**src/rtl/csr_trap_ctrl_pkg.sv**
```systemverilog
// Shared constants for the trap/interrupt sequencer: CSR addresses, cause codes,
// mstatus bit positions and FSM state encodings.
package csr_trap_ctrl_pkg;

  localparam logic [11:0] CSR_MSTATUS = 12'h300;
  localparam logic [11:0] CSR_MEPC    = 12'h341;
  localparam logic [11:0] CSR_MCAUSE  = 12'h342;

  // Exception code field only; the interrupt flag is carried separately as the cause MSB.
  localparam logic [3:0] CAUSE_ECALL   = 4'd11;
  localparam logic [3:0] CAUSE_EBREAK  = 4'd3;
  localparam logic [3:0] CAUSE_EXT_IRQ = 4'd11;
  localparam logic [3:0] CAUSE_TMR_IRQ = 4'd7;

  localparam int MSTATUS_MIE  = 3;
  localparam int MSTATUS_MPIE = 7;

  localparam logic [2:0] S_IDLE        = 3'd0;
  localparam logic [2:0] S_W_MEPC      = 3'd1;
  localparam logic [2:0] S_W_MSTATUS   = 3'd2;
  localparam logic [2:0] S_W_MCAUSE    = 3'd3;
  localparam logic [2:0] S_ASSERT      = 3'd4;
  localparam logic [2:0] S_MRET_W      = 3'd5;
  localparam logic [2:0] S_MRET_ASSERT = 3'd6;

endpackage

```
**src/rtl/csr_trap_ctrl_if.sv**
```systemverilog
// CSR register-file interrupt port: write strobe/address/data out of the sequencer,
// current mtvec/mepc/mstatus and global interrupt enable back in.
interface csr_trap_ctrl_if #(
  parameter int XLEN = 32
);
  logic            csr_we;
  logic [XLEN-1:0] csr_waddr;
  logic [XLEN-1:0] csr_wdata;
  logic [XLEN-1:0] csr_mtvec;
  logic [XLEN-1:0] csr_mepc;
  logic [XLEN-1:0] csr_mstatus;
  logic            global_int_en;

  modport master (
    output csr_we, csr_waddr, csr_wdata,
    input  csr_mtvec, csr_mepc, csr_mstatus, global_int_en
  );

  modport slave (
    input  csr_we, csr_waddr, csr_wdata,
    output csr_mtvec, csr_mepc, csr_mstatus, global_int_en
  );
endinterface

```
**src/rtl/csr_trap_ctrl_trap_cause_arb.sv**
```systemverilog
// Combinational priority encoder: ecall > ebreak > mret > external irq > timer irq.
module trap_cause_arb
  import csr_trap_ctrl_pkg::*;
#(
  parameter int XLEN = 32
) (
  input  logic            ecall,
  input  logic            ebreak,
  input  logic            mret,
  input  logic            ext_irq,
  input  logic            tmr_irq,
  input  logic            global_int_en,
  output logic            evt_valid,
  output logic            is_mret,
  output logic            is_irq,
  output logic [XLEN-1:0] cause
);
  logic [3:0] code;

  always_comb begin
    evt_valid = 1'b1;
    is_mret   = 1'b0;
    is_irq    = 1'b0;
    code      = 4'd0;
    if (ecall) begin
      code = CAUSE_ECALL;
    end else if (ebreak) begin
      code = CAUSE_EBREAK;
    end else if (mret) begin
      is_mret = 1'b1;
    end else if (ext_irq && global_int_en) begin
      is_irq = 1'b1;
      code   = CAUSE_EXT_IRQ;
    end else if (tmr_irq && global_int_en) begin
      is_irq = 1'b1;
      code   = CAUSE_TMR_IRQ;
    end else begin
      evt_valid = 1'b0;
    end
  end

  assign cause = {is_irq, {(XLEN-5){1'b0}}, code};

endmodule

```
**src/rtl/csr_trap_ctrl.sv**
```systemverilog
// Trap/interrupt sequencer: holds the pipeline, writes mepc/mstatus/mcause, then redirects fetch.
// Define INT_VECTORED_EN to honour vectored mtvec mode for interrupts.
//
// state         | meaning
// S_IDLE        | watch for events; hold asserted combinationally on detect
// S_W_MEPC      | write return address to mepc
// S_W_MSTATUS   | write mstatus with MPIE<=MIE, MIE<=0
// S_W_MCAUSE    | write captured cause to mcause
// S_ASSERT      | one-cycle redirect to trap vector
// S_MRET_W      | write mstatus with MIE<=MPIE, MPIE<=1
// S_MRET_ASSERT | one-cycle redirect to mepc
module csr_trap_ctrl
  import csr_trap_ctrl_pkg::*;
#(
  parameter int              XLEN      = 32,
  parameter logic [XLEN-1:0] RESET_VEC = '0
) (
  input  logic            clk,
  input  logic            rst_n,
  input  logic [XLEN-1:0] inst_addr_i,
  input  logic            ecall_i,
  input  logic            ebreak_i,
  input  logic            mret_i,
  input  logic            jump_flag_i,
  input  logic [XLEN-1:0] jump_addr_i,
  input  logic            ext_irq_i,
  input  logic            tmr_irq_i,
  csr_trap_ctrl_if.master csr,
  output logic            hold_flag_o,
  output logic            int_assert_o,
  output logic [XLEN-1:0] int_addr_o
);
  logic [2:0]      state_q, state_d;
  logic [XLEN-1:0] cause_q, ret_addr_q, ret_addr_d;
  logic            evt_valid, evt_mret, evt_irq;
  logic [XLEN-1:0] evt_cause;
  logic [XLEN-1:0] mst_trap, mst_mret, trap_target;

  trap_cause_arb #(.XLEN(XLEN)) u_arb (
    .ecall         (ecall_i),
    .ebreak        (ebreak_i),
    .mret          (mret_i),
    .ext_irq       (ext_irq_i),
    .tmr_irq       (tmr_irq_i),
    .global_int_en (csr.global_int_en),
    .evt_valid     (evt_valid),
    .is_mret       (evt_mret),
    .is_irq        (evt_irq),
    .cause         (evt_cause)
  );

  // Interrupts resume after the interrupted flow, honouring a redirect already in EX.
  assign ret_addr_d = evt_irq ? (jump_flag_i ? jump_addr_i : inst_addr_i + XLEN'(4))
                              : inst_addr_i;

  always_ff @(posedge clk or negedge rst_n) begin
    if (!rst_n) begin
      state_q    <= S_IDLE;
      cause_q    <= '0;
      ret_addr_q <= '0;
    end else begin
      state_q <= state_d;
      if (state_q == S_IDLE && evt_valid && !evt_mret) begin
        cause_q    <= evt_cause;
        ret_addr_q <= ret_addr_d;
      end
    end
  end

  always_comb begin
    state_d = S_IDLE;
    case (state_q)
      S_IDLE:        state_d = evt_valid ? (evt_mret ? S_MRET_W : S_W_MEPC) : S_IDLE;
      S_W_MEPC:      state_d = S_W_MSTATUS;
      S_W_MSTATUS:   state_d = S_W_MCAUSE;
      S_W_MCAUSE:    state_d = S_ASSERT;
      S_MRET_W:      state_d = S_MRET_ASSERT;
      default:       state_d = S_IDLE;
    endcase
  end

  always_comb begin
    mst_trap               = csr.csr_mstatus;
    mst_trap[MSTATUS_MPIE] = csr.csr_mstatus[MSTATUS_MIE];
    mst_trap[MSTATUS_MIE]  = 1'b0;
    mst_mret               = csr.csr_mstatus;
    mst_mret[MSTATUS_MIE]  = csr.csr_mstatus[MSTATUS_MPIE];
    mst_mret[MSTATUS_MPIE] = 1'b1;
  end

`ifdef INT_VECTORED_EN
  always_comb begin
    trap_target = {csr.csr_mtvec[XLEN-1:2], 2'b00};
    if (csr.csr_mtvec[1:0] == 2'b01 && cause_q[XLEN-1])
      trap_target = {csr.csr_mtvec[XLEN-1:2], 2'b00} + {cause_q[XLEN-3:0], 2'b00};
  end
`else
  logic unused_mtvec_mode;
  assign unused_mtvec_mode = ^csr.csr_mtvec[1:0];
  assign trap_target       = {csr.csr_mtvec[XLEN-1:2], 2'b00};
`endif

  always_comb begin
    csr.csr_we    = 1'b0;
    csr.csr_waddr = '0;
    csr.csr_wdata = '0;
    int_assert_o  = 1'b0;
    int_addr_o    = RESET_VEC;
    hold_flag_o   = (state_q != S_IDLE) || evt_valid;
    case (state_q)
      S_W_MEPC: begin
        csr.csr_we    = 1'b1;
        csr.csr_waddr = XLEN'(CSR_MEPC);
        csr.csr_wdata = ret_addr_q;
      end
      S_W_MSTATUS: begin
        csr.csr_we    = 1'b1;
        csr.csr_waddr = XLEN'(CSR_MSTATUS);
        csr.csr_wdata = mst_trap;
      end
      S_W_MCAUSE: begin
        csr.csr_we    = 1'b1;
        csr.csr_waddr = XLEN'(CSR_MCAUSE);
        csr.csr_wdata = cause_q;
      end
      S_ASSERT: begin
        int_assert_o = 1'b1;
        int_addr_o   = trap_target;
      end
      S_MRET_W: begin
        csr.csr_we    = 1'b1;
        csr.csr_waddr = XLEN'(CSR_MSTATUS);
        csr.csr_wdata = mst_mret;
      end
      S_MRET_ASSERT: begin
        int_assert_o = 1'b1;
        int_addr_o   = csr.csr_mepc;
      end
      default: ;
    endcase
  end

endmodule

```
**src/flat_wrapper.sv**
```systemverilog
// flat-port wrapper written by rule: the top's interface ports become plain ports
module csr_trap_ctrl_flat import csr_trap_ctrl_pkg::*;
#(
  parameter int              XLEN      = 32,
  parameter logic [XLEN-1:0] RESET_VEC = '0
)
  (clk, rst_n, inst_addr_i, ecall_i, ebreak_i, mret_i, jump_flag_i, jump_addr_i, ext_irq_i, tmr_irq_i, hold_flag_o, int_assert_o, int_addr_o, csr_csr_we, csr_csr_waddr, csr_csr_wdata, csr_csr_mtvec, csr_csr_mepc, csr_csr_mstatus, csr_global_int_en);
  csr_trap_ctrl_if #(.XLEN(XLEN)) csr_i ();
  input  logic clk;
  input  logic rst_n;
  input  logic [XLEN-1:0] inst_addr_i;
  input  logic ecall_i;
  input  logic ebreak_i;
  input  logic mret_i;
  input  logic jump_flag_i;
  input  logic [XLEN-1:0] jump_addr_i;
  input  logic ext_irq_i;
  input  logic tmr_irq_i;
  output logic hold_flag_o;
  output logic int_assert_o;
  output logic [XLEN-1:0] int_addr_o;
  output wire logic [$bits(csr_i.csr_we)-1:0] csr_csr_we;
  output wire logic [$bits(csr_i.csr_waddr)-1:0] csr_csr_waddr;
  output wire logic [$bits(csr_i.csr_wdata)-1:0] csr_csr_wdata;
  input wire logic [$bits(csr_i.csr_mtvec)-1:0] csr_csr_mtvec;
  input wire logic [$bits(csr_i.csr_mepc)-1:0] csr_csr_mepc;
  input wire logic [$bits(csr_i.csr_mstatus)-1:0] csr_csr_mstatus;
  input wire logic [$bits(csr_i.global_int_en)-1:0] csr_global_int_en;
  assign csr_csr_we = csr_i.csr_we;
  assign csr_csr_waddr = csr_i.csr_waddr;
  assign csr_csr_wdata = csr_i.csr_wdata;
  assign csr_i.csr_mtvec = csr_csr_mtvec;
  assign csr_i.csr_mepc = csr_csr_mepc;
  assign csr_i.csr_mstatus = csr_csr_mstatus;
  assign csr_i.global_int_en = csr_global_int_en;
  csr_trap_ctrl #(.XLEN(XLEN), .RESET_VEC(RESET_VEC)) u_core (.clk(clk), .rst_n(rst_n), .inst_addr_i(inst_addr_i), .ecall_i(ecall_i), .ebreak_i(ebreak_i), .mret_i(mret_i), .jump_flag_i(jump_flag_i), .jump_addr_i(jump_addr_i), .ext_irq_i(ext_irq_i), .tmr_irq_i(tmr_irq_i), .csr(csr_i), .hold_flag_o(hold_flag_o), .int_assert_o(int_assert_o), .int_addr_o(int_addr_o));
endmodule
```
**config.mk**
```make
export PLATFORM = sky130hd
export DESIGN_NAME = csr_trap_ctrl_flat
export DESIGN_NICKNAME = d
export VERILOG_FILES = /design/src/rtl/csr_trap_ctrl_pkg.sv /design/src/rtl/csr_trap_ctrl_if.sv /design/src/rtl/csr_trap_ctrl_trap_cause_arb.sv /design/src/rtl/csr_trap_ctrl.sv /design/src/flat_wrapper.sv
export SDC_FILE = /design/constraint.sdc
export NUM_CORES = 1
export LEC_CHECK = 0
export ABC_CLOCK_PERIOD_IN_PS = 3140
export BUFFER_PORTS_ARGS = -buffer_cell sky130_fd_sc_hd__buf_4
export CORE_MARGIN = 1.5
export CORE_UTILIZATION = 52
export CTS_BUF_LIST = sky130_fd_sc_hd__clkbuf_4
export CTS_CLUSTER_DIAMETER = 150
export DETAILED_ROUTE_END_ITERATION = 6
export PLACE_DENSITY_LB_ADDON = 0.2
export SETUP_SLACK_MARGIN = 0.1
export SLEW_MARGIN = 20
export SYNTH_ARGS = -nofsm -noshare
export SYNTH_HDL_FRONTEND = slang
export SYNTH_HIERARCHICAL = 1
export SYNTH_SLANG_ARGS = --single-unit
export TNS_END_PERCENT = 20
```
**constraint.sdc**
```tcl
create_clock -name clk -period 3.14 [get_ports clk]
set_input_delay 0.628 -clock clk [delete_from_list [all_inputs] [get_ports clk]]
set_output_delay 0.628 -clock clk [all_outputs]
set_load 0.03 [all_outputs]
```
; ---- After elaboration in Yosys (flattened, before gate mapping)
; Index checks and enable logic that the tools add are counted.
[op_classes]
n_eq_ne = 6
n_mux = 26
reduce_logical = 11
addsub = 1
[ops]
columns = cell, count
row1 = one-hot mux 32 bit (4 select lines), 1
row2 = two-way mux 32 bit, 2
row3 = one-hot mux 32 bit (2 select lines), 1
row4 = "adder 32 x 3 -> 32 bit, second input constant", 1
row5 = one-hot mux 10 bit (3 select lines), 1
row6 = two-way mux 4 bit, 4
row7 = one-hot mux 3 bit (5 select lines), 1
row8 = two-way mux 1 bit, 13
row9 = "== test 3 bit, second input constant", 3
row10 = two-way mux 3 bit, 3
row11 = "== test 3 x 2 -> 1 bit, second input constant", 2
row12 = logical AND 1 bit, 4
row13 = OR reduction 2 bit, 2
row14 = OR reduction 4 bit, 1
row15 = "== test 3 x 1 -> 1 bit, second input constant", 1
row16 = logical NOT 3 bit, 1
row17 = nonzero test 3 bit, 1
row18 = logical NOT 1 bit, 1
row19 = logical OR 1 bit, 1
[totals]
inputBits = 169
elab_cells = 47
register_bits = 40
out_inout_bits = 99

; ---- Longest topological paths before layout
; Gate-level depths: netlist of the first run.
[logic_depth]
word_depth = 8
mapped_depth = 9
mapped_depth_nobuf = 7

; ---- Hierarchy
; The synthesis of the first run kept the hierarchy.
[by_module_without_submodules]
columns = mod, seq_area_each_um2, cells_per_inst, area_each_um2, n_inst
row1 = csr_trap_ctrl, 1676.6, 656, 5153.7, 1
row2 = trap_cause_arb, 0.0, 42, 306.5, 1

; ---- Worst setup path before layout of the first run
; Ideal clock, no wire load.
[synth_path]
kind = reg2out
start = register u_core.state_q[0]
end = output port csr_csr_wdata[10]
slack_ns = 0.666
n_path_buf = 3
stages_incl_launch_ff = 7
required_time_ns = 2.512
arrival_ns = 1.846
cell_sequence = dfrtp_1 > buf_2 > nor2b_1 > clkbuf_1 > clkbuf_1 > a22oi_1 > o21ai_0
[synth_between]
elab_chain_len = 2
elab_cells_between_ends = 5
cone_classes = 4 x eq/ne / 1 x mux
[synth_lines]
columns = item, line_no
row1 = start: declaration, csr_trap_ctrl.sv:33  ; logic [2:0] state_q, state_d;
row2 = start signal: assignment, csr_trap_ctrl.sv:62  ; state_q <= state_d;
row3 = "== test 3 bit, or another cell as far along", csr_trap_ctrl.sv:110  ; case (state_q)
row4 = one-hot mux 32 bit (4 select lines) (*), csr_trap_ctrl.sv:110
row5 = end: declaration, flat_wrapper.sv:24  ; output wire logic [$bits(csr_i.csr_wdata)-1:0] csr_csr_wdata;
; Mark *: on every way between the ends. The rest lies on a longest branch, timed or not.

; ---- Worst setup path after layout of the first run
[layout_path]
start = register u_core.state_q[1]
end = output port int_addr_o[17]
[layout_between]
elab_chain_len = 2
elab_cells_between_ends = 3
cone_classes = 2 x eq/ne / 1 x mux
[layout_lines]
columns = item, line_no
row1 = == test 3 bit, csr_trap_ctrl.sv:110
row2 = one-hot mux 32 bit (2 select lines) (*), csr_trap_ctrl.sv:110
row3 = end: declaration, flat_wrapper.sv:21  ; output logic [XLEN-1:0] int_addr_o;
; Marks and branches as above.

==> results of run 1 <==
per-layer routing:
layer | vias to the layer above | track usage [%]
li1 | 2805 | -
met1 | 2833 | 45.2
met2 | 287 | 51.3
met3 | 38 | 5.44
met4 | 2 | 13.4
met5 | - | 0
state kept, by name, indices dropped and copies added (netlist names):
| name | flops |
|---|---|
| u_core/ret_addr_q | 32 |
| u_core/cause_q | 32 |
| u_core/state_q | 3 |
Yosys cell counts, types with 3 or more instances:
cell / count / area share, %
o21a_1: 3 / 0.41
nor2_1: 27 / 1.9
and2_1: 9 / 1.0
o32ai_1: 3 / 0.48
o41ai_1: 3 / 0.48
nand4_1: 12 / 1.4
dfrtp_1: 67 / 31
nand2_1: 167 / 11
xor2_1: 3 / 0.48
o21ai_0: 56 / 5.1
a31oi_1: 3 / 0.34
o211ai_1: 4 / 0.55
nand3_1: 7 / 0.64
a21oi_1: 26 / 2.4
a22o_1: 32 / 5.1
buf_1: 4 / 0.27
a21o_1: 5 / 0.69
buf_2: 8 / 0.73
a22oi_1: 35 / 4.8
and3_1: 7 / 0.80
mux2_2: 30 / 6.2
inv_1: 4 / 0.27
a211oi_1: 3 / 0.41
a221oi_1: 3 / 0.48
clkbuf_1: 41 / 2.8
nand2b_1: 5 / 0.57
mux2i_1: 10 / 1.8
o21ai_1: 3 / 0.27
nor2b_1: 4 / 0.46
buf_4: 58 / 8.0
o22ai_1: 10 / 1.1
a31o_2: 3 / 0.48
nor3_1: 3 / 0.27
a311oi_1: 3 / 0.48
stage by stage:
stage          cell area (µm²)  util (%)
3_3_place_gp              7110      69.2
6_report                  7270      70.7
3_5_place_dp              7110      69.2
4_1_cts                   7270      70.7
2_1_floorplan             5660         -
5_1_grt                   7270      70.7
power by group through the flow:
stage,Sequential (µW),Clock [µW],Combinational [µW]
2_1_floorplan,1450,0,2750
3_3_place_gp,1550,0,3870
3_5_place_dp,1560,0,3940
4_1_cts,1550,657,3950
5_1_grt,1600,698,4260
6_report,1560,648,3980
logic make-up (layout without fill, tap and decap cells):
kind of cell,Yosys count,in the layout,share of synthesized area [%]
simple gates,259,259,21.8
compound gates,209,209,26.1
buf+inv,117,275,12.5
flops,67,67,30.7
mux,40,40,8.02
xor+xnor,3,3,0.481
other cells,2,55,0.138
fa+ha+maj,1,1,0.229
worst register-to-register path, cell delays in order (launching register included):
cell      delay, ps
dfrtp_1         400
buf_4           270
nand2b_4        220
or4_4           620
nor2_1          350
nand4_1         160
o311a_1         130
how the worst max path moves through the flow:
stage,from,end,slack (ps),cells past startpoint
CTS,u_core/state_q[1]$_DFF_PN0_,int_addr_o[17],310,6
detailed placement,mret_i,u_core/ret_addr_q[16]$_DFFE_PN0P_,590,8
finish,u_core/state_q[1]$_DFF_PN0_,int_addr_o[17],300,6
global route,u_core/state_q[1]$_DFF_PN0_,int_addr_o[25],190,6
global placement,mret_i,u_core/ret_addr_q[16]$_DFFE_PN0P_,660,8
floorplan,u_core/state_q[0]$_DFF_PN0_,csr_csr_wdata[10],670,6
final cells by class:
cell class,instances,area [µm²]
fillers,888,3010
diodes,1,2.50
inverters,4,15.0
clock inverters,7,92.6
multi-input cells,566,3320
flip-flops and latches,67,1680
clock buffers,9,67.6
repair buffers,255,1930
well taps,136,170
==> summary.md, run 1 <==
| Metric | Value |
|---|---|
| Global-route wire length before repair | 28800 µm |
| Fin. Hold Viols | 0 |
| Final Max Tran Viols | 0 |
| Post-Layout Cell Count | 1045 |
| WL met3 | 1420 µm |
| Pwr Total | 6190 µW |
| Arrival time worst endpoint | 2220 ps |
| Layout cells sized above 1 | 35.1% |
| Die X | 105 µm |
| Post-CTS setup buffers | 0 |
| I/O pins | 268 |
| Share of total power in the clock network | 10.5% |
| Synthesized area per cell | 7.82 µm² |
| Worst-path maximum fanout | 42 |
| Critical path's most frequent cell | buf_4 |
| Die H | 105 µm |
| Placement row count | 37 |
| Ys Warns | 6 |
| R2R setup slack | 900 ps |
| EDFF count, synth | 0 |
| Highest Signal Layer | met5 |
| Pin count of the biggest net entering global routing | 68 |
| MaxCap Viol Count | 0 |
| Hold Crit Class | input pin to async pin |
| CTS buffer count | 9 |
| Sum of buffers and inverters on the critical path | 3 |
| Vias in the first global route | 5479 |
| Worst Skew | 14.0 ps |
| Hold Buf Count CTS | 0 |
| Async S/R FF share, synth | 100% |
| Reg clk slew, reported paths | 120 ps |
| RSZ-0062 raised after global routing | false |
| Worst-Skew Late Latency | 400 ps |
| GPL Wtd Cong | 0.901 |
| H-tree depth | 3 |
| Max_slew headroom | 42.9% |
| Most common cell after layout, fill and taps aside | buf_4 |
| CTS tree | built |
| Int Power | 3130 µW |
| Worst r2r path cells | 6 |
| Setup_tns | 0 ps |
| Die ar. | 0.0111 mm² |
| PD cells | 851 mW/mm² |
| Detail Placement HPWL | 13700 µm |
| NumNets Final | 1073 |
| Crit-path cells | buf_4 > nor2_1 > and2_1 > buf_4 > a22o_1 > buf_4 |
| Crit end category | output pin |
| Worst slew pin tran | 857 ps |
| P_sw | 3060 µW |
| Initial core utilization | 53.1% |
| Antenna Violating Nets Remaining | 0 |
| Most frequent cells in the layout | buf_4 (254), nand2_1 (167), dfrtp_1 (67) |
| Startpoint Class | flip-flop |
| Post-Route WL | 18500 µm |
| #FFs+latches synth | 67 |
| Placed insts | 1028 |
| Tmin final | 2840 ps |
| Initial antenna violation count | 2 |
| Unique masters post-synth | 61 |
| Worst reg2reg startpoint | u_core/state_q[2]$_DFF_PN0_ |
| DP Worst Slack | 594 ps |
| Post-synthesis sequential area ratio | 30.7% |
| Lkg Pwr | 0.00355 µW |
| Max frequency | 352 MHz |
| Grt ovf | 0 |
| Fin crit share | 90.6% |
| Switching fraction of total power | 49.4% |
| Via count | 5965 |
| M1 WL | 7840 µm |
| Post-CTS Resized | 0 |
| Core Region | 0.0103 mm² |
| R2r endpoint | u_core/ret_addr_q[27]$_DFFE_PN0P_ |
| Synth Cell Area | 0.00546 mm² |
| Final hold slack | 318 ps |
| Port Buffers | 238 |
| DRC viols | 0 |
| Req. time, crit path | 2510 ps |
| Worst vdd ir | 0.000564 V |
| Critical path type | flip-flop to output pin |
| Routed wire per std cell | 17.7 µm |
| Via density per instance | 5.71 |
| First-pass iteration count of the detailed router | 5 |
| Top_reg_cell synth | dfrtp_1 |
| Sequential share of power | 25.3% |
| Gate Count Post-Synth | 698 |
| DR iter-0 viols | 516 |
| Outcome | finished, final reports clean |
| CP max stage cell | buf_4 |
| Area growth syn-to-layout | 33.2% |
| Overall routing resource usage | 32.8% |
| Slack of the critical path | 296 ps |
| Clock sinks | 67 |
| Combinational power share | 64.2% |
| Delay-heaviest family, CP | buffers and inverters |
| Largest stage delay, worst path | 440 ps |
| Clock buffer depth | 2 |
| Routed wire length on met2 | 8740 µm |
| Root Buffer | clkbuf_4 |
| Finish-stage setup viols | 0 |
(Power assumes the default switching activity.)
==> run 2: changes to the inputs <==
--- a/config.mk
+++ b/config.mk
@@ -7,4 +7,5 @@
 export LEC_CHECK = 0
-export ABC_CLOCK_PERIOD_IN_PS = 3140
+export ABC_CLOCK_PERIOD_IN_PS = 3700
 export BUFFER_PORTS_ARGS = -buffer_cell sky130_fd_sc_hd__buf_4
+export CORE_ASPECT_RATIO = 1.4
 export CORE_MARGIN = 1.5
==> constraint.sdc (replaced) <==
create_clock -name clk -period 3.7 [get_ports clk]
set_input_delay 0.74 -clock clk [delete_from_list [all_inputs] [get_ports clk]]
set_output_delay 0.74 -clock clk [all_outputs]
set_load 0.02 [all_outputs]
==> run 2 against run 1 <==
Final area down 0.41%; via count up 0.45%; clock skew up 4.6 ps; first-iteration DRC count up 12%; die area about the same; wire length up 2.4%; largest power group unchanged.
==> summary.md, run 2 (synthesis gave the netlist of run 1 again) <==
| Metric | Value |
|---|---|
| Initial antenna violation count | 0 |
| Core Region | 0.0103 mm² |
| Fin crit share | 86.8% |
| Worst-path maximum fanout | 17 |
| I/O pins | 268 |
| WL met3 | 2220 µm |
| GPL Wtd Cong | 0.850 |
| H-tree depth | 3 |
| Crit end category | output pin |
| Routed wire length on met2 | 9260 µm |
| Fin area | 0.00724 mm² |
| Ant diodes | 0 |
| Setup_tns | 0 ps |
| Most common cell after layout, fill and taps aside | buf_4 |
| Worst reg2reg startpoint | u_core/state_q[1]$_DFF_PN0_ |
| Critical path's most frequent cell | buf_4 |
| Finish-stage setup viols | 0 |
| R2R setup slack | 920 ps |
| NumNets Final | 1072 |
| Post-CTS Resized | 0 |
| Post-DP Area | 0.00710 mm² |
| Initial core utilization | 53.0% |
| Overall routing resource usage | 33.3% |
| Hold Crit Class | input pin to async pin |
| Global-route wire length before repair | 28300 µm |
| Most frequent cells in the layout | buf_4 (253), nand2_1 (167), dfrtp_1 (66) |
| Antenna Violating Nets Remaining | 0 |
| Req. time, crit path | 2960 ps |
| Port Buffers | 238 |
| Via density per instance | 5.73 |
| Slack of the critical path | 490 ps |
| M1 WL | 7130 µm |
| Worst slew pin tran | 876 ps |
| Worst-Skew Late Latency | 430 ps |
| Crit-path cells | nor2_1 > and2_1 > buf_4 > a22o_1 > buf_4 |
| Reg clk slew, reported paths | 120 ps |
| Routed wire per std cell | 18.2 µm |
| Via count | 5992 |
| Arrival time worst endpoint | 2470 ps |
| Worst r2r path cells | 5 |
| Pin count of the biggest net entering global routing | 75 |
| Grt ovf | 0 |
| Layout cells sized above 1 | 35.2% |
| Root Buffer | clkbuf_4 |
| Post-CTS setup buffers | 0 |
| RSZ-0062 raised after global routing | false |
| Startpoint Class | flip-flop |
| Area growth syn-to-layout | 32.6% |
| Hold Buf Count CTS | 0 |
| Detail Placement HPWL | 14200 µm |
| DP Worst Slack | 859 ps |
| Tmin final | 3210 ps |
| CTS buffer count | 9 |
| Clock sinks | 67 |
| Outcome | finished, final reports clean |
| Highest Signal Layer | met4 |
| PD cells | 685 mW/mm² |
| R2r endpoint | u_core/ret_addr_q[27]$_DFFE_PN0P_ |
| Max frequency | 312 MHz |
| Fin. Hold Viols | 0 |
| Clock buffer depth | 2 |
| Worst Skew | 18.6 ps |
| MaxCap Viol Count | 0 |
| Die H | 124 µm |
| Post-Route WL | 19000 µm |
| Largest stage delay, worst path | 610 ps |
| Pwr Total | 4960 µW |
| CTS tree | built |
| Die ar. | 0.0111 mm² |
| Placement row count | 44 |
| Final Max Tran Viols | 0 |
| Vias in the first global route | 5603 |
| Die X | 89.6 µm |
| First-pass iteration count of the detailed router | 6 |
| DR iter-0 viols | 576 |
| Worst vdd ir | 0.000393 V |
| Top Registers | u_core/cause_q (32), u_core/ret_addr_q (32), u_core/state_q (3) |
| Critical path type | flip-flop to output pin |
| Max_slew headroom | 41.6% |
| DRC viols | 0 |
| Lkg Pwr | 0.00353 µW |
| CP max stage cell | dfrtp_1 |
| Fillers | 830 |
run 2: report_power, final:
group | internal [µW] | total [µW] | switching [µW]
Combinational | 1300 | 3060 | 1760
Clock | 218 | 490 | 272
Sequential | 1080 | 1410 | 323
run 2: worst max-delay path by stage:
stage	from	to	slack (ps)	depth (start not counted)
finish	u_core/state_q[1]$_DFF_PN0_	int_addr_o[6]	490	5
global route	u_core/state_q[1]$_DFF_PN0_	int_addr_o[6]	340	5
CTS	u_core/state_q[1]$_DFF_PN0_	int_addr_o[6]	510	5
detailed placement	ext_irq_i	u_core/ret_addr_q[27]$_DFFE_PN0P_	860	8
global placement	ext_irq_i	u_core/ret_addr_q[27]$_DFFE_PN0P_	920	8
floorplan	u_core/state_q[0]$_DFF_PN0_	csr_csr_wdata[10]	1320	6
run 2: cell type report:
class / instances / area [µm²] / share of cell area, %
repair buffers: 254 / 1920 / 26.5
flip-flops and latches: 67 / 1680 / 23.2
inverters: 4 / 15.0 / 0.207
clock buffers: 11 / 82.6 / 1.14
well taps: 138 / 173 / 2.38
clock inverters: 5 / 53.8 / 0.743
multi-input cells: 566 / 3320 / 45.8
run 2: metal layers:
layer	track usage (%)	up-vias
met5	0	-
met4	10.3	0
met2	54.3	350
met3	9.11	30
met1	42.1	2809
li1	-	2803
run 2: stage by stage:
stage               hold WS [ps]  utilization [%]  instances
floorplan                    440                -        750
global placement             454             69.0       1029
detailed placement           461             69.0       1029
CTS                          424             70.3       1045
global route                 450             70.3       1045
finish                       387             70.3       1045
run 2: critical path, delay by kind of cell (launching register included):
kind	cells	cell delay, ps
simple gates	2	770
flops	1	610
buf+inv	2	480
compound gates	1	180
==> run 3: changes to the inputs <==
--- a/config.mk
+++ b/config.mk
@@ -7,3 +7,3 @@
 export LEC_CHECK = 0
-export ABC_CLOCK_PERIOD_IN_PS = 3700
+export ABC_CLOCK_PERIOD_IN_PS = 4000
 export BUFFER_PORTS_ARGS = -buffer_cell sky130_fd_sc_hd__buf_4
@@ -15,3 +15,3 @@
 export DETAILED_ROUTE_END_ITERATION = 6
-export PLACE_DENSITY_LB_ADDON = 0.2
+export PLACE_DENSITY = 0.95
 export SETUP_SLACK_MARGIN = 0.1
==> constraint.sdc (replaced) <==
create_clock -name clk -period 4 [get_ports clk]
set_input_delay 0.8 -clock clk [delete_from_list [all_inputs] [get_ports clk]]
set_output_delay 0.8 -clock clk [all_outputs]
set_load 0.1 [all_outputs]
==> run 3 against run 2 <==
Clock skew rose by 3.9 ps; sequential power is 9% lower; critical path depth unchanged; power grew 36%; via count up 3.4%; register-to-register slack gained 390 ps; non-clock buffer count is 4 lower; critical path type unchanged; largest cell class unchanged.
==> summary.md, run 3 (synthesis gave the netlist of run 1 again) <==
| Metric | Value |
|---|---|
| Outcome | finished, final reports clean |
| Max_slew headroom | 36.0% |
| Initial core utilization | 53.0% |
| Clock sinks | 67 |
| Arrival time worst endpoint | 2670 ps |
| Top Registers | u_core/cause_q (32), u_core/ret_addr_q (32), u_core/state_q (3) |
| Worst-Skew Late Latency | 440 ps |
| Fin. Hold Viols | 0 |
| Tmin final | 3470 ps |
| CTS buffer count | 9 |
| Via density per instance | 5.94 |
| GPL Wtd Cong | 0.981 |
| Pin count of the biggest net entering global routing | 75 |
| Worst Setup EP | int_addr_o[18] |
| Worst r2r path cells | 6 |
| Grt ovf | 0 |
| Global-route wire length before repair | 30200 µm |
| Overall routing resource usage | 35.9% |
| Most frequent cells in the layout | buf_4 (250), nand2_1 (167), dfrtp_1 (66) |
| Placement row count | 44 |
| Hold Buf Count CTS | 0 |
| Post-CTS setup buffers | 0 |
| Vias in the first global route | 5661 |
| Critical path depth | 5 |
| Pwr Total | 6730 µW |
| CTS tree | built |
| PD cells | 931 mW/mm² |
| Crit end category | output pin |
| Lkg Pwr | 0.00352 µW |
| Via count | 6197 |
| DR iter-0 viols | 859 |
| Layout cells sized above 1 | 34.9% |
| Critical path type | flip-flop to output pin |
| CP max stage cell | and2_1 |
| Fin area | 0.00723 mm² |
| Port Buffers | 238 |
| Worst setup startpoint | u_core/state_q[1]$_DFF_PN0_ |
| Root Buffer | clkbuf_4 |
| MaxCap Viol Count | 0 |
| Detail Placement HPWL | 15100 µm |
| Worst Skew | 22.4 ps |
| Post-CTS Resized | 0 |
| Critical path's most frequent cell | buf_4 |
| Most common cell after layout, fill and taps aside | buf_4 |
| Core Region | 0.0103 mm² |
| R2R setup slack | 1310 ps |
| Largest stage delay, worst path | 720 ps |
| Final hold slack | 452 ps |
| Clock buffer depth | 2 |
| Worst slew pin tran | 954 ps |
| Hold Crit Class | input pin to async pin |
| First-pass iteration count of the detailed router | 6 |
| Startpoint Class | flip-flop |
| Final Max Tran Viols | 0 |
| Multi-input gate area | 0.00332 mm² |
| Area growth syn-to-layout | 32.4% |
| Register area | 0.00168 mm² |
| Antenna Violating Nets Remaining | 0 |
| Die ar. | 0.0111 mm² |
| Crit-path cells | nor2_1 > and2_1 > buf_4 > a22o_1 > buf_4 |
| Routed wire per std cell | 19.5 µm |
| Worst vdd ir | 0.000662 V |
| NumNets Final | 1068 |
| Req. time, crit path | 3200 ps |
| DRC viols | 0 |
| I/O pins | 268 |
| Initial antenna violation count | 2 |
| Worst reg2reg startpoint | u_core/state_q[2]$_DFF_PN0_ |
| Sum of buffers and inverters on the critical path | 2 |
| Die H | 124 µm |
| Fillers | 839 |
| Delay-heaviest family, CP | simple AND/OR/NAND/NOR gates |
| Post-DP Area | 0.00706 mm² |
| H-tree depth | 3 |
| RSZ-0062 raised after global routing | false |
| Worst-path maximum fanout | 26 |
| Finish-stage setup viols | 0 |
| Fin crit share | 86.7% |
| Final core utilization | 70.2% |
| R2r endpoint | u_core/ret_addr_q[27]$_DFFE_PN0P_ |
| Max frequency | 288 MHz |
| Reg clk slew, reported paths | 110 ps |
| Post-Route WL | 20400 µm |
| Die X | 89.6 µm |
-- run 3: cell count changes in the layout (fill, tap and decap cells not counted), sizes merged --
cell    previous run  this run
bufinv             1         2
clkbuf            11         9
clkinv             2         3
buf              254       250
diode              0         2
-- run 3: final cells by class --
| cell class | count | area share (%) |
|---|---|---|
| sequential | 67 | 23.2 |
| antenna | 2 | 0.0693 |
| clock buffer | 9 | 0.935 |
| inverter | 4 | 0.208 |
| multi-input combinational | 566 | 45.9 |
| tap | 138 | 2.39 |
| timing repair buffer | 250 | 26.0 |
| clock inverter | 7 | 1.28 |
-- run 3: worst min-delay path by stage --
stage / depth (start not counted) / slack [ps] / to
after global routing: 2 / 510 / u_core/cause_q[9]$_DFFE_PN0P_
after floorplan: 2 / 440 / u_core/cause_q[1]$_DFFE_PN0P_
final: 1 / 450 / u_core/cause_q[9]$_DFFE_PN0P_
after detailed placement: 2 / 460 / u_core/cause_q[1]$_DFFE_PN0P_
after global placement: 2 / 450 / u_core/cause_q[11]$_DFFE_PN0P_
after CTS: 1 / 490 / u_core/ret_addr_q[6]$_DFFE_PN0P_
-- run 3: through the flow --
step | setup slack (ps) | instances | setup TNS, ps
floorplan | -71.8 | 750 | -1520
CTS | 546 | 1041 | 0
global route | 341 | 1043 | 0
global placement | 1040 | 1025 | 0
detailed placement | 1010 | 1025 | 0
finish | 532 | 1043 | 0
-- run 3: where the power goes --
group	switching, µW	internal [µW]
logic	3730	1190
registers	283	1000
clock network	269	251
total	4280	2440
-- run 3: routing by layer --
| metal | track usage [%] | vias up | part of all wire, % |
|---|---|---|---|
| li1 | - | 2793 | - |
| met2 | 56.1 | 435 | 48 |
| met5 | 0 | - | 0 |
| met4 | 13.8 | 0 | 3.3 |
| met1 | 43.9 | 2908 | 34 |
| met3 | 14.0 | 61 | 15 |
